$ cat config.mk
export PLATFORM = sky130hd
export DESIGN_NAME = rf_sequencer
export DESIGN_NICKNAME = d
export VERILOG_FILES = /design/src/rtl/rf_seq_pkg.sv /design/src/rtl/rf_seq_alu.sv /design/src/rtl/rf_sequencer.sv
export SDC_FILE = /design/constraint.sdc
export NUM_CORES = 1
export LEC_CHECK = 0
export BUFFER_PORTS_ARGS = -buffer_cell sky130_fd_sc_hd__buf_2
export CAP_MARGIN = 5
export CORE_AREA = 10 10 135 75
export CTS_BUF_LIST = sky130_fd_sc_hd__clkbuf_8
export DETAILED_ROUTE_END_ITERATION = 16
export DIE_AREA = 0 0 145 85
export PLACE_DENSITY = 0.89
export SYNTH_ARGS = -nofsm -noshare
export SYNTH_HDL_FRONTEND = slang
export SYNTH_HIERARCHICAL = 1
export SYNTH_SLANG_ARGS = --single-unit
$ cat constraint.sdc
create_clock -name clk -period 6 [get_ports clk]
set_clock_uncertainty 0.1 [all_clocks]
set_input_delay 0.3 -clock clk [delete_from_list [all_inputs] [get_ports clk]]
set_output_delay 0.3 -clock clk [all_outputs]
set_load 0.05 [all_outputs]
$ cat src/rtl/rf_seq_pkg.sv
// rf_seq_pkg: shared definitions for the register-file sequencer.
//   - N_DEF / A_DEF : default data width and register address width
//   - OP_*          : opcode encodings for the 2-bit op field
//   - state_t       : sequencer FSM states
package rf_seq_pkg;

    localparam int N_DEF = 16;
    localparam int A_DEF = 4;

    localparam logic [1:0] OP_LOAD = 2'd0;
    localparam logic [1:0] OP_ADD  = 2'd1;
    localparam logic [1:0] OP_SUB  = 2'd2;
    localparam logic [1:0] OP_MOVE = 2'd3;

    typedef enum logic [1:0] {
        ST_IDLE,
        ST_READ,
        ST_EXEC,
        ST_WRITE
    } state_t;

endpackage

$ cat src/rtl/rf_seq_alu.sv
// rf_seq_alu: combinational add / subtract / pass-through.
// Ports:
//   op   in  2   opcode (ADD, SUB; anything else passes a through)
//   a, b in  N   operands
//   res  out N   result modulo 2^N
//   cout out 1   carry-out for ADD, borrow for SUB, 0 for pass
module rf_seq_alu
    import rf_seq_pkg::*;
#(
    parameter int N = N_DEF
) (
    input  logic [1:0]   op,
    input  logic [N-1:0] a,
    input  logic [N-1:0] b,
    output logic [N-1:0] res,
    output logic         cout
);

    // One extra bit so the carry (ADD) or borrow (SUB) lands in sum[N].
    logic [N:0] sum;

    always_comb begin
        sum = {1'b0, a};
        case (op)
            OP_ADD:  sum = {1'b0, a} + {1'b0, b};
            OP_SUB:  sum = {1'b0, a} - {1'b0, b};
            default: sum = {1'b0, a};
        endcase
    end

    assign res  = sum[N-1:0];
    assign cout = sum[N];

endmodule

$ cat src/rtl/rf_sequencer.sv
// rf_sequencer: drives an external register file through a
// IDLE -> READ -> EXEC -> WRITE sequence (LOAD goes IDLE -> WRITE).
// Ports:
//   clk, rst_n               clock, asynchronous active-low reset
//   start                    request strobe, taken only while ready=1
//   op, ra, rb, rd, imm      request fields (latched on accept)
//   ready                    high only in IDLE
//   done                     one-cycle pulse in the write cycle
//   w_en, w_addr, w_data     register-file write port
//   r_en0/1, r_addr0/1       register-file read ports
//   r_data0/1                register-file read data
//   zero, carry              status flags (only with RF_SEQ_FLAGS_EN)
// Build option: define RF_SEQ_FLAGS_EN to add the zero/carry flag outputs.
// All outputs are registered; every address/data output is 0 when its
// port is not active so the shared read buses are left undriven.
module rf_sequencer
    import rf_seq_pkg::*;
#(
    parameter int N = N_DEF,
    parameter int A = A_DEF
) (
    input  logic         clk,
    input  logic         rst_n,
    input  logic         start,
    input  logic [1:0]   op,
    input  logic [A-1:0] ra,
    input  logic [A-1:0] rb,
    input  logic [A-1:0] rd,
    input  logic [N-1:0] imm,
    output logic         ready,
    output logic         done,
    output logic [N-1:0] w_data,
    output logic [A-1:0] w_addr,
    output logic         w_en,
    output logic [A-1:0] r_addr0,
    output logic [A-1:0] r_addr1,
    output logic         r_en0,
    output logic         r_en1,
    input  logic [N-1:0] r_data0,
    input  logic [N-1:0] r_data1
`ifdef RF_SEQ_FLAGS_EN
    ,
    output logic         zero,
    output logic         carry
`endif
);

    state_t       state;
    logic [1:0]   op_q;
    logic [A-1:0] rd_q;
    logic [N-1:0] opa;
    logic [N-1:0] opb;
    logic [N-1:0] alu_res;
    logic         alu_cout;

    rf_seq_alu #(.N(N)) u_alu (
        .op   (op_q),
        .a    (opa),
        .b    (opb),
        .res  (alu_res),
        .cout (alu_cout)
    );

`ifndef RF_SEQ_FLAGS_EN
    // Carry-out only feeds the flags; tie it off in the flagless build.
    logic alu_cout_unused;
    assign alu_cout_unused = alu_cout;
`endif

    always_ff @(posedge clk or negedge rst_n) begin
        if (!rst_n) begin
            state   <= ST_IDLE;
            ready   <= 1'b1;
            done    <= 1'b0;
            w_en    <= 1'b0;
            w_addr  <= '0;
            w_data  <= '0;
            r_en0   <= 1'b0;
            r_en1   <= 1'b0;
            r_addr0 <= '0;
            r_addr1 <= '0;
            op_q    <= '0;
            rd_q    <= '0;
            opa     <= '0;
            opb     <= '0;
`ifdef RF_SEQ_FLAGS_EN
            zero    <= 1'b0;
            carry   <= 1'b0;
`endif
        end else begin
            case (state)
                ST_IDLE: begin
                    if (start) begin
                        op_q  <= op;
                        rd_q  <= rd;
                        ready <= 1'b0;
                        if (op == OP_LOAD) begin
                            // LOAD needs no operands: go straight to the write.
                            state  <= ST_WRITE;
                            w_en   <= 1'b1;
                            w_addr <= rd;
                            w_data <= imm;
                            done   <= 1'b1;
`ifdef RF_SEQ_FLAGS_EN
                            zero   <= (imm == '0);
                            carry  <= 1'b0;
`endif
                        end else begin
                            state   <= ST_READ;
                            r_en0   <= 1'b1;
                            r_en1   <= (op != OP_MOVE);
                            r_addr0 <= ra;
                            r_addr1 <= rb;
                        end
                    end
                end
                ST_READ: begin
                    // Bus 1 is not driven for MOVE, so don't sample it.
                    opa     <= r_data0;
                    opb     <= r_en1 ? r_data1 : '0;
                    r_en0   <= 1'b0;
                    r_en1   <= 1'b0;
                    r_addr0 <= '0;
                    r_addr1 <= '0;
                    state   <= ST_EXEC;
                end
                ST_EXEC: begin
                    // w_data doubles as the result register.
                    state  <= ST_WRITE;
                    w_en   <= 1'b1;
                    w_addr <= rd_q;
                    w_data <= alu_res;
                    done   <= 1'b1;
`ifdef RF_SEQ_FLAGS_EN
                    zero   <= (alu_res == '0);
                    carry  <= alu_cout;
`endif
                end
                ST_WRITE: begin
                    state  <= ST_IDLE;
                    w_en   <= 1'b0;
                    w_addr <= '0;
                    w_data <= '0;
                    done   <= 1'b0;
                    ready  <= 1'b1;
                end
                default: begin
                    state <= ST_IDLE;
                    ready <= 1'b1;
                end
            endcase
        end
    end

endmodule
---- Yosys cells after proc, flatten, opt, wreduce, memory -nomap -nowiden ----
Cells that the tools add are included.
word-level totals
  flip-flop bits (word level) ............. 72
  input bits .............................. 65
  output and inout port bits .............. 33
  logic and storage cells ................. 61
cells by class
  $add $sub $neg .......................... 2
  equality and inequality tests ........... 9
  mux-type cells .......................... 28
  reduce and logical (&&, ||, !) cells .... 9
operator list
  kind                                                             count
  16-bit two-way mux                                               3
  16-bit case mux with 3 select lines                              1
  16-bit case mux with 2 select lines                              1
  4-bit two-way mux                                                6
  16-bit adder                                                     1
  4-bit case mux with 2 select lines                               2
  16-bit subtractor                                                1
  4-bit case mux with 3 select lines                               1
  2-bit != test, second input constant                             4
  2-bit case mux with 4 select lines                               1
  1-bit two-way mux                                                7
  2-bit == test, second input constant                             3
  1-bit case mux with 2 select lines                               3
  3-bit AND reduction                                              2
  2-bit by 1-bit == test with 1-bit output, second input constant  2
  2-bit zero test                                                  2
  2-bit two-way mux                                                2
  2-bit AND reduction                                              2
  2-bit nonzero test                                               2
  1-bit case mux with 3 select lines                               1
  3-bit nonzero test                                               1

---- Depth between registers and ports, before layout ----
Gate-level depths: netlist (run 1).
  word-level depth ........................ 4
  gate-level depth with buffers ........... 17
  depth with buffers taken out ............ 16

---- Cells and area by module ----
The synthesis (run 1) kept the hierarchy.
by module, submodules not included
  module        times used  cells an instance  area an instance (µm²)  seq. area each (µm²)
  rf_sequencer  1           214                3140.5                  1803.0
  rf_seq_alu    1           208                1403.8                  0.0

---- Worst setup path after synthesis (run 1) ----
Ideal clock, no wire load.
  kind .................................... register -> register
  start point ............................. register opb[0]
  end point ............................... register w_data[15]
  library setup time ...................... 0.125 ns
  arrival time ............................ 3.411 ns
  required time ........................... 5.775 ns
  slack ................................... 2.364 ns
  stages on the path, launching flop included .. 18
  buffers on the path ..................... 1
  clock period less this slack ............ 3.636 ns
  cells stage by stage .................... dfrtp_1 inv_1 ha_1 or4b_4 nor4_2 and2b_1 a21oi_1 xnor2_1 ha_1 buf_2 a211oi_1 o211ai_1 o32ai_1 a21oi_1 xnor2_1 o21ai_0 a22o_1 mux2_4
between the ends
  word-level cells in the longest chain between the ends .. 3
  elaborated cells on any way between the ends .. 4
  those cells by class .................... 2 x add/sub; 2 x mux
RTL lines
  what                                               line                                RTL
  start, declared                                    rf_sequencer.sv:52                  logic [N-1:0] opb;
  start signal, assigned                             rf_sequencer.sv:120                 opb <= r_en1 ? r_data1 : '0;
  16-bit subtractor or 16-bit adder (tied branches)  rf_seq_alu.sv:26, rf_seq_alu.sv:25
  16-bit case mux with 2 select lines *              rf_seq_alu.sv:24                    case (op)
  named net alu_res[15]                              rf_sequencer.sv:53                  logic [N-1:0] alu_res;
  16-bit case mux with 3 select lines *              rf_sequencer.sv:91                  case (state)
  end signal, assigned                               rf_sequencer.sv:102                 w_data <= imm;
  end signal, assigned                               rf_sequencer.sv:132                 w_data <= alu_res;
  end, declared                                      rf_sequencer.sv:32                  output logic [N-1:0] w_data,
Mark *: on every way through the listed nets, which the timed path passes. The rest lies on a longest branch.
A chain may end at the register's enable or synchronous reset.

---- Worst setup path after layout (run 1) ----
  start point ............................. register opb[0]
  end point ............................... register w_data[13]
The elaborated chain is that of the path after synthesis.

==> metrics.log, run 1 <==
INFO  metric cpLargestDelayFamily = simple AND/OR/NAND/NOR gates
INFO  metric drt.antenna.violating_nets = 0
INFO  metric fmax = 246 MHz
INFO  metric layout-drive-gt1-share = 35.4%
INFO  metric max-slew-margin-rel = 37.7%
INFO  metric final_common_cell = sky130_fd_sc_hd__buf_2
INFO  metric die_w = roughly 150 um
INFO  metric timing.reg2reg.worst_path_depth = 15
INFO  metric worst-path-stages = 15
INFO  metric chipHeight = 85 um
INFO  metric most-common-layout-cells = sky130_fd_sc_hd__buf_2, sky130_fd_sc_hd__dfrtp_1, sky130_fd_sc_hd__a22o_1, sky130_fd_sc_hd__mux2_2
INFO  metric r2r_start = opb[0]$_DFFE_PN0N_
INFO  metric global_route_wire_length_before_repair = a little under 20 mm
INFO  metric detail_route.vias_per_cell = 5.80
INFO  metric timing.final.setup_violations = 0
INFO  metric synth-warning-count = 6
INFO  metric buf_inv_stages_crit_path = 1
INFO  metric worstSkewPairLatency = 370 ps
INFO  metric worstPathRequired = 6150 ps
INFO  metric wl = 12.1 mm
INFO  metric final.period_utilization = 67.8%
INFO  metric grt_antenna_before_repair = 0
INFO  metric diodes = 0
INFO  metric layout-area-overhead-vs-synth = 17.0%
INFO  metric layoutNonFillerInstCount = 620
INFO  metric cts_buffers = 9
INFO  metric cts_root_cell = sky130_fd_sc_hd__clkbuf_8
INFO  metric worstHoldPathType = in -> async
INFO  metric synth.net_count = 503
INFO  metric outcome = completed
INFO  metric cap_violations = 0
INFO  metric clock_buffer_depth = 2
INFO  metric ctsHtreeMaxLevel = 3
INFO  metric post_synth_instance_area = 0.00448 mm^2
INFO  metric cp_max_fo = 8
INFO  metric timing.critical_path.arrival = 4210 ps
INFO  metric fin_nets = between 500 and 600
INFO  metric setup_total_neg_slack = 0 ps
INFO  metric placed_cells = 604
INFO  metric post_synth_inst_count = 413
INFO  metric tightest_slew = 935 ps
INFO  metric grt_setup_unrepaired = false
INFO  metric report.final.slew_viol_count = 0
INFO  metric effective_utilization_at_floorplan = roughly 57%
INFO  metric cts_setup_buffers = 0
INFO  metric final-hold-violation-count = 0
INFO  metric place.port_buffers = 97
INFO  metric drt-wirelength-per-cell = slightly below 20 um
INFO  metric detail_route.drc_violations = 0
INFO  metric postSynthAreaPerCell = ~11 um^2
INFO  metric finalCriticalPeriod = 4070 ps
INFO  metric grt_max_degree = between 70 and 80
INFO  metric grt.overflow.total = 0
INFO  metric drt-initial-drc-count = 257
INFO  metric cts_tree = done
INFO  metric timing.rr.end = w_data[13]$_DFFE_PN0P_
INFO  metric number_of_rows_created_at_floorplan = 23
INFO  metric finalWeightedCongestion = roughly 0.85
INFO  metric crit_path_top_delay_cell = sky130_fd_sc_hd__or4b_4
INFO  metric cts.clk_slew.worst_paths = approximately 80 ps
INFO  metric floorplan.die_area = 0.0123 mm^2
INFO  metric startpoint_type = flop
INFO  metric kind_of_capture_point_of_the_worst_setup_path = flop
INFO  metric cts_resized = 0
INFO  metric grt_pass1_vias = 3666
INFO  metric utilization = 67.2%
INFO  metric crit_end = w_data[13]$_DFFE_PN0P_
INFO  metric boundaryPins = 98
INFO  metric grt.total_usage = 19.5%
INFO  metric crit_chain = inv_1 -> ha_1 -> or4b_4 -> nor4_2 -> and2b_1 -> a21oi_1 -> xnor2_1 -> ha_1 -> a21oi_1 -> o21ai_0 -> nor4_1 -> nor3_1 -> a32o_1 -> a22o_1 -> mux2_4
INFO  metric place.detailed.hpwl = 9.13 mm
INFO  metric cts_hold_buffers = 0
INFO  metric core = around 0.008 mm^2
INFO  metric cts.sinks = 72
INFO  metric num_vias = 3594
INFO  metric crit_path_max_incr_delay = 500 ps
INFO  metric setup.worst_path.start = opb[0]$_DFFE_PN0N_
INFO  metric critPathKind = reg -> reg
INFO  metric reg2reg_setup_slack = between 1500 and 2000 ps
INFO  metric tritonroute_pass_1_iters = 5
[area by class of cell]
type	count	area (um^2)
inverter	16	60.1
sequential	72	1800
tap	112	140
clock inverter	6	67.6
timing repair buffer	100	508
fill	601	2560
multi-input combinational	304	2520
clock buffer	10	138
[worst min-delay path by stage]
stage,start,endpoint,slack (ps),cells after the start
floorplan,rst_n,op_q[0]$_DFFE_PN0P_,-100,0
global placement,r_addr0[3]$_DFFE_PN0P_,r_addr0[3]$_DFFE_PN0P_,380,1
detailed placement,w_addr[0]$_DFFE_PN0P_,w_addr[0]$_DFFE_PN0P_,390,1
CTS,r_data1[5],opb[5]$_DFFE_PN0N_,40,2
global route,r_data1[1],opb[1]$_DFFE_PN0N_,40,2
finish,rst_n,w_data[15]$_DFFE_PN0P_,40,2
[state kept, by name, summed over array words and instances, names as in the netlist]
signal,count
r_addr1,4
opb,16
r_en1,1
opa,16
op_q,2
w_en,1
w_addr,4
r_addr0,4
state,2
r_en0,1
ready,1
w_data,16
rd_q,4
[routing by layer]
layer  track usage (%)  up-vias  share of wire [%]
met1              26.8     1736                 49
met5                 0        -                  0
met4              4.70        0                1.1
li1                  -     1688                  -
met3              8.58       14                9.7
met2              27.4      156                 40
[metrics by stage]
step	area (um^2)	hold WS [ps]	setup slack (ps)
floorplan	4480	-95.6	2390
global placement	5040	383	2180
detailed placement	5040	389	2050
CTS	5240	39.5	1990
global route	5240	38.1	1590
finish	5240	36.5	1930
[worst reg2reg max path, stage by stage (launching register included)]
cell	delay, ps
sky130_fd_sc_hd__dfrtp_1	430
sky130_fd_sc_hd__inv_1	80
sky130_fd_sc_hd__ha_1	210
sky130_fd_sc_hd__or4b_4	500
sky130_fd_sc_hd__nor4_2	210
sky130_fd_sc_hd__and2b_1	190
sky130_fd_sc_hd__a21oi_1	80
sky130_fd_sc_hd__xnor2_1	150
sky130_fd_sc_hd__ha_1	400
sky130_fd_sc_hd__a21oi_1	270
sky130_fd_sc_hd__o21ai_0	200
sky130_fd_sc_hd__nor4_1	260
sky130_fd_sc_hd__nor3_1	100
sky130_fd_sc_hd__a32o_1	300
sky130_fd_sc_hd__a22o_1	220
sky130_fd_sc_hd__mux2_4	250
Power of run 1 is not shown: default switching activity piles up to over one toggle a cycle in this logic, so the estimate is an artifact.
==> run 2: changes to the inputs <==
--- a/config.mk
+++ b/config.mk
@@ -7,11 +7,11 @@
 export LEC_CHECK = 0
 export BUFFER_PORTS_ARGS = -buffer_cell sky130_fd_sc_hd__buf_2
 export CAP_MARGIN = 5
-export CORE_AREA = 10 10 135 75
+export CORE_AREA = 10 10 145 80
 export CTS_BUF_LIST = sky130_fd_sc_hd__clkbuf_8
 export DETAILED_ROUTE_END_ITERATION = 16
-export DIE_AREA = 0 0 145 85
-export PLACE_DENSITY = 0.89
+export DIE_AREA = 0 0 155 90
+export PLACE_DENSITY = 0.81
 export SYNTH_ARGS = -nofsm -noshare
 export SYNTH_HDL_FRONTEND = slang
 export SYNTH_HIERARCHICAL = 1
==> constraint.sdc (replaced) <==
create_clock -name clk -period 3.55 [get_ports clk]
set_clock_uncertainty 0.1 [all_clocks]
set_input_delay 0.1775 -clock clk [delete_from_list [all_inputs] [get_ports clk]]
set_output_delay 0.1775 -clock clk [all_outputs]
set_load 0.05 [all_outputs]
==> metrics.log, run 2 (synthesis gave the netlist of run 1 again) <==
INFO  metric num_vias = 4006
INFO  metric place.detailed.hpwl = 10.1 mm
INFO  metric wl = 13.8 mm
INFO  metric grt.total_usage = 19.5%
INFO  metric max-slew-margin-rel = 40.8%
INFO  metric cp_max_fo = 6
INFO  metric setup.worst_path.start = opb[0]$_DFFE_PN0N_
INFO  metric ctsHtreeMaxLevel = 3
INFO  metric detail_route.vias_per_cell = 5.66
INFO  metric drt-wirelength-per-cell = 19.4 um
INFO  metric timing.critical_path.arrival = 3970 ps
INFO  metric worstHoldPathType = in -> reg
INFO  metric detail_route.drc_violations = 0
INFO  metric timing.final.setup_violations = 8
INFO  metric cts_root_cell = sky130_fd_sc_hd__clkbuf_8
INFO  metric cts.sinks = 72
INFO  metric placed_cells = 646
INFO  metric critPathKind = reg -> reg
INFO  metric setup_ws = -276 ps
INFO  metric floorplan.die_area = 0.0140 mm^2
INFO  metric tritonroute_pass_1_iters = 5
INFO  metric kind_of_capture_point_of_the_worst_setup_path = flop
INFO  metric timing.reg2reg.worst_path_depth = 17
INFO  metric most-common-layout-cells = sky130_fd_sc_hd__buf_2, sky130_fd_sc_hd__dfrtp_1, sky130_fd_sc_hd__buf_4, sky130_fd_sc_hd__dlygate4sd3_1, sky130_fd_sc_hd__a22o_1
INFO  metric layout-area-overhead-vs-synth = 36.5%
INFO  metric layout-drive-gt1-share = a little over two fifths
INFO  metric core = roughly 0.009 mm^2
INFO  metric grt.overflow.total = 0
INFO  metric chipHeight = 90 um
INFO  metric number_of_rows_created_at_floorplan = 25
INFO  metric cts.clk_slew.worst_paths = ~80 ps
INFO  metric final-hold-violation-count = 0
INFO  metric effective_utilization_at_floorplan = 48.9%
INFO  metric cap_violations = 0
INFO  metric drt-initial-drc-count = 324
INFO  metric timing.rr.end = w_data[13]$_DFFE_PN0P_
INFO  metric r2r_start = opb[0]$_DFFE_PN0N_
INFO  metric worstPathRequired = about 3700 ps
INFO  metric grt_max_degree = 36
INFO  metric final.period_utilization = 108%
INFO  metric startpoint_type = flop
INFO  metric worstSkewPairLatency = 360 ps
INFO  metric outcome = finished, violations left
INFO  metric grt_pass1_vias = 4251
INFO  metric biggest_regs = opa (16), opb (16), w_data (16)
INFO  metric final_common_cell = sky130_fd_sc_hd__buf_2
INFO  metric reg2reg_setup_slack = -280 ps
INFO  metric drt.antenna.violating_nets = 0
INFO  metric layoutNonFillerInstCount = 708
INFO  metric die_w = about 160 um
INFO  metric violated_checks = negative setup slack
INFO  metric grt_setup_unrepaired = true
INFO  metric fmax = 261 MHz
INFO  metric place.port_buffers = 97
INFO  metric cts_buffers = 9
INFO  metric pre_cts_slack = -303 ps
INFO  metric fin_nets = 672
INFO  metric tightest_slew = 888 ps
INFO  metric clock_buffer_depth = 2
INFO  metric finalCriticalPeriod = 3830 ps
INFO  metric grt_antenna_before_repair = 0
INFO  metric report.final.slew_viol_count = 0
INFO  metric cts_tree = done
INFO  metric boundaryPins = 98
INFO  metric finalWeightedCongestion = 0.948
INFO  metric diodes = 0
INFO  metric global_route_wire_length_before_repair = 22.3 mm
INFO  metric setup_total_neg_slack = -1130 ps
INFO  metric crit_end = w_data[13]$_DFFE_PN0P_
## run 2: cell types whose count changed in the layout (fill, tap and decap cells not counted), sizes merged
cell         before  now
buf             100  142
clkbuf           10    9
clkinvlp          2    3
dlygate4sd3       0   37
## run 2: layout make-up
type                       count  area (um^2)
clock buffer                   9          124
timing repair buffer         179         1200
multi-input combinational    304         2710
fill                         667         3050
tap                          121          151
sequential                    72         1800
clock inverter                 7         71.3
inverter                      16         60.1
## run 2: how the worst min path moves through the flow
stage                      start                endpoint  slack (ps)  cells after the start
after floorplan            rst_n     op_q[0]$_DFFE_PN0P_        -220                      0
after global placement     rst_n  w_data[13]$_DFFE_PN0P_         200                      1
after detailed placement   rst_n  w_data[13]$_DFFE_PN0P_         210                      1
after CTS                 imm[2]   w_data[2]$_DFFE_PN0P_          50                      3
after global routing      imm[2]   w_data[2]$_DFFE_PN0P_          50                      3
final                     imm[2]   w_data[2]$_DFFE_PN0P_          60                      3
## run 2: metrics by stage
step / area, um^2 / hold WS [ps] / util [%]
detailed placement: 5300 / 210 / 57.8
global placement: 5300 / 195 / 57.8
finish: 6110 / 59.7 / 66.7
CTS: 6020 / 45.5 / 65.7
floorplan: 4480 / -218 / -
global route: 6110 / 49.2 / 66.7
## run 2: worst max-delay path, cell delays in order, from the launching register on
cell,delay [ps]
sky130_fd_sc_hd__dfrtp_1,390
sky130_fd_sc_hd__inv_1,60
sky130_fd_sc_hd__ha_2,190
sky130_fd_sc_hd__or4b_4,490
sky130_fd_sc_hd__nor4_4,160
sky130_fd_sc_hd__and2b_1,180
sky130_fd_sc_hd__buf_4,110
sky130_fd_sc_hd__a21oi_2,60
sky130_fd_sc_hd__xnor2_2,190
sky130_fd_sc_hd__ha_4,260
sky130_fd_sc_hd__buf_6,130
sky130_fd_sc_hd__a21oi_4,130
sky130_fd_sc_hd__o21ai_2,100
sky130_fd_sc_hd__nor4_2,290
sky130_fd_sc_hd__nor3_1,90
sky130_fd_sc_hd__a32o_2,310
sky130_fd_sc_hd__a22o_1,200
sky130_fd_sc_hd__mux2_4,250
## run 2: metal layers
layer,vias up,track usage [%],routed length (um)
met1,1955,26.0,6260
li1,1845,-,-
met5,-,0,0
met3,22,7.75,1390
met2,184,28.2,5920
met4,0,5.71,201
## run 2: timing repair
action / in CTS / in global routing
pin swaps: 15 / 11
endpoints found under the hold margin: 68 / 0
buffers inserted: 7 / 3
resized for setup: 29 / 13
hold buffers: 37 / 0
endpoints found under the setup margin: 7 / 10
Power of run 2 is left out for the same reason.
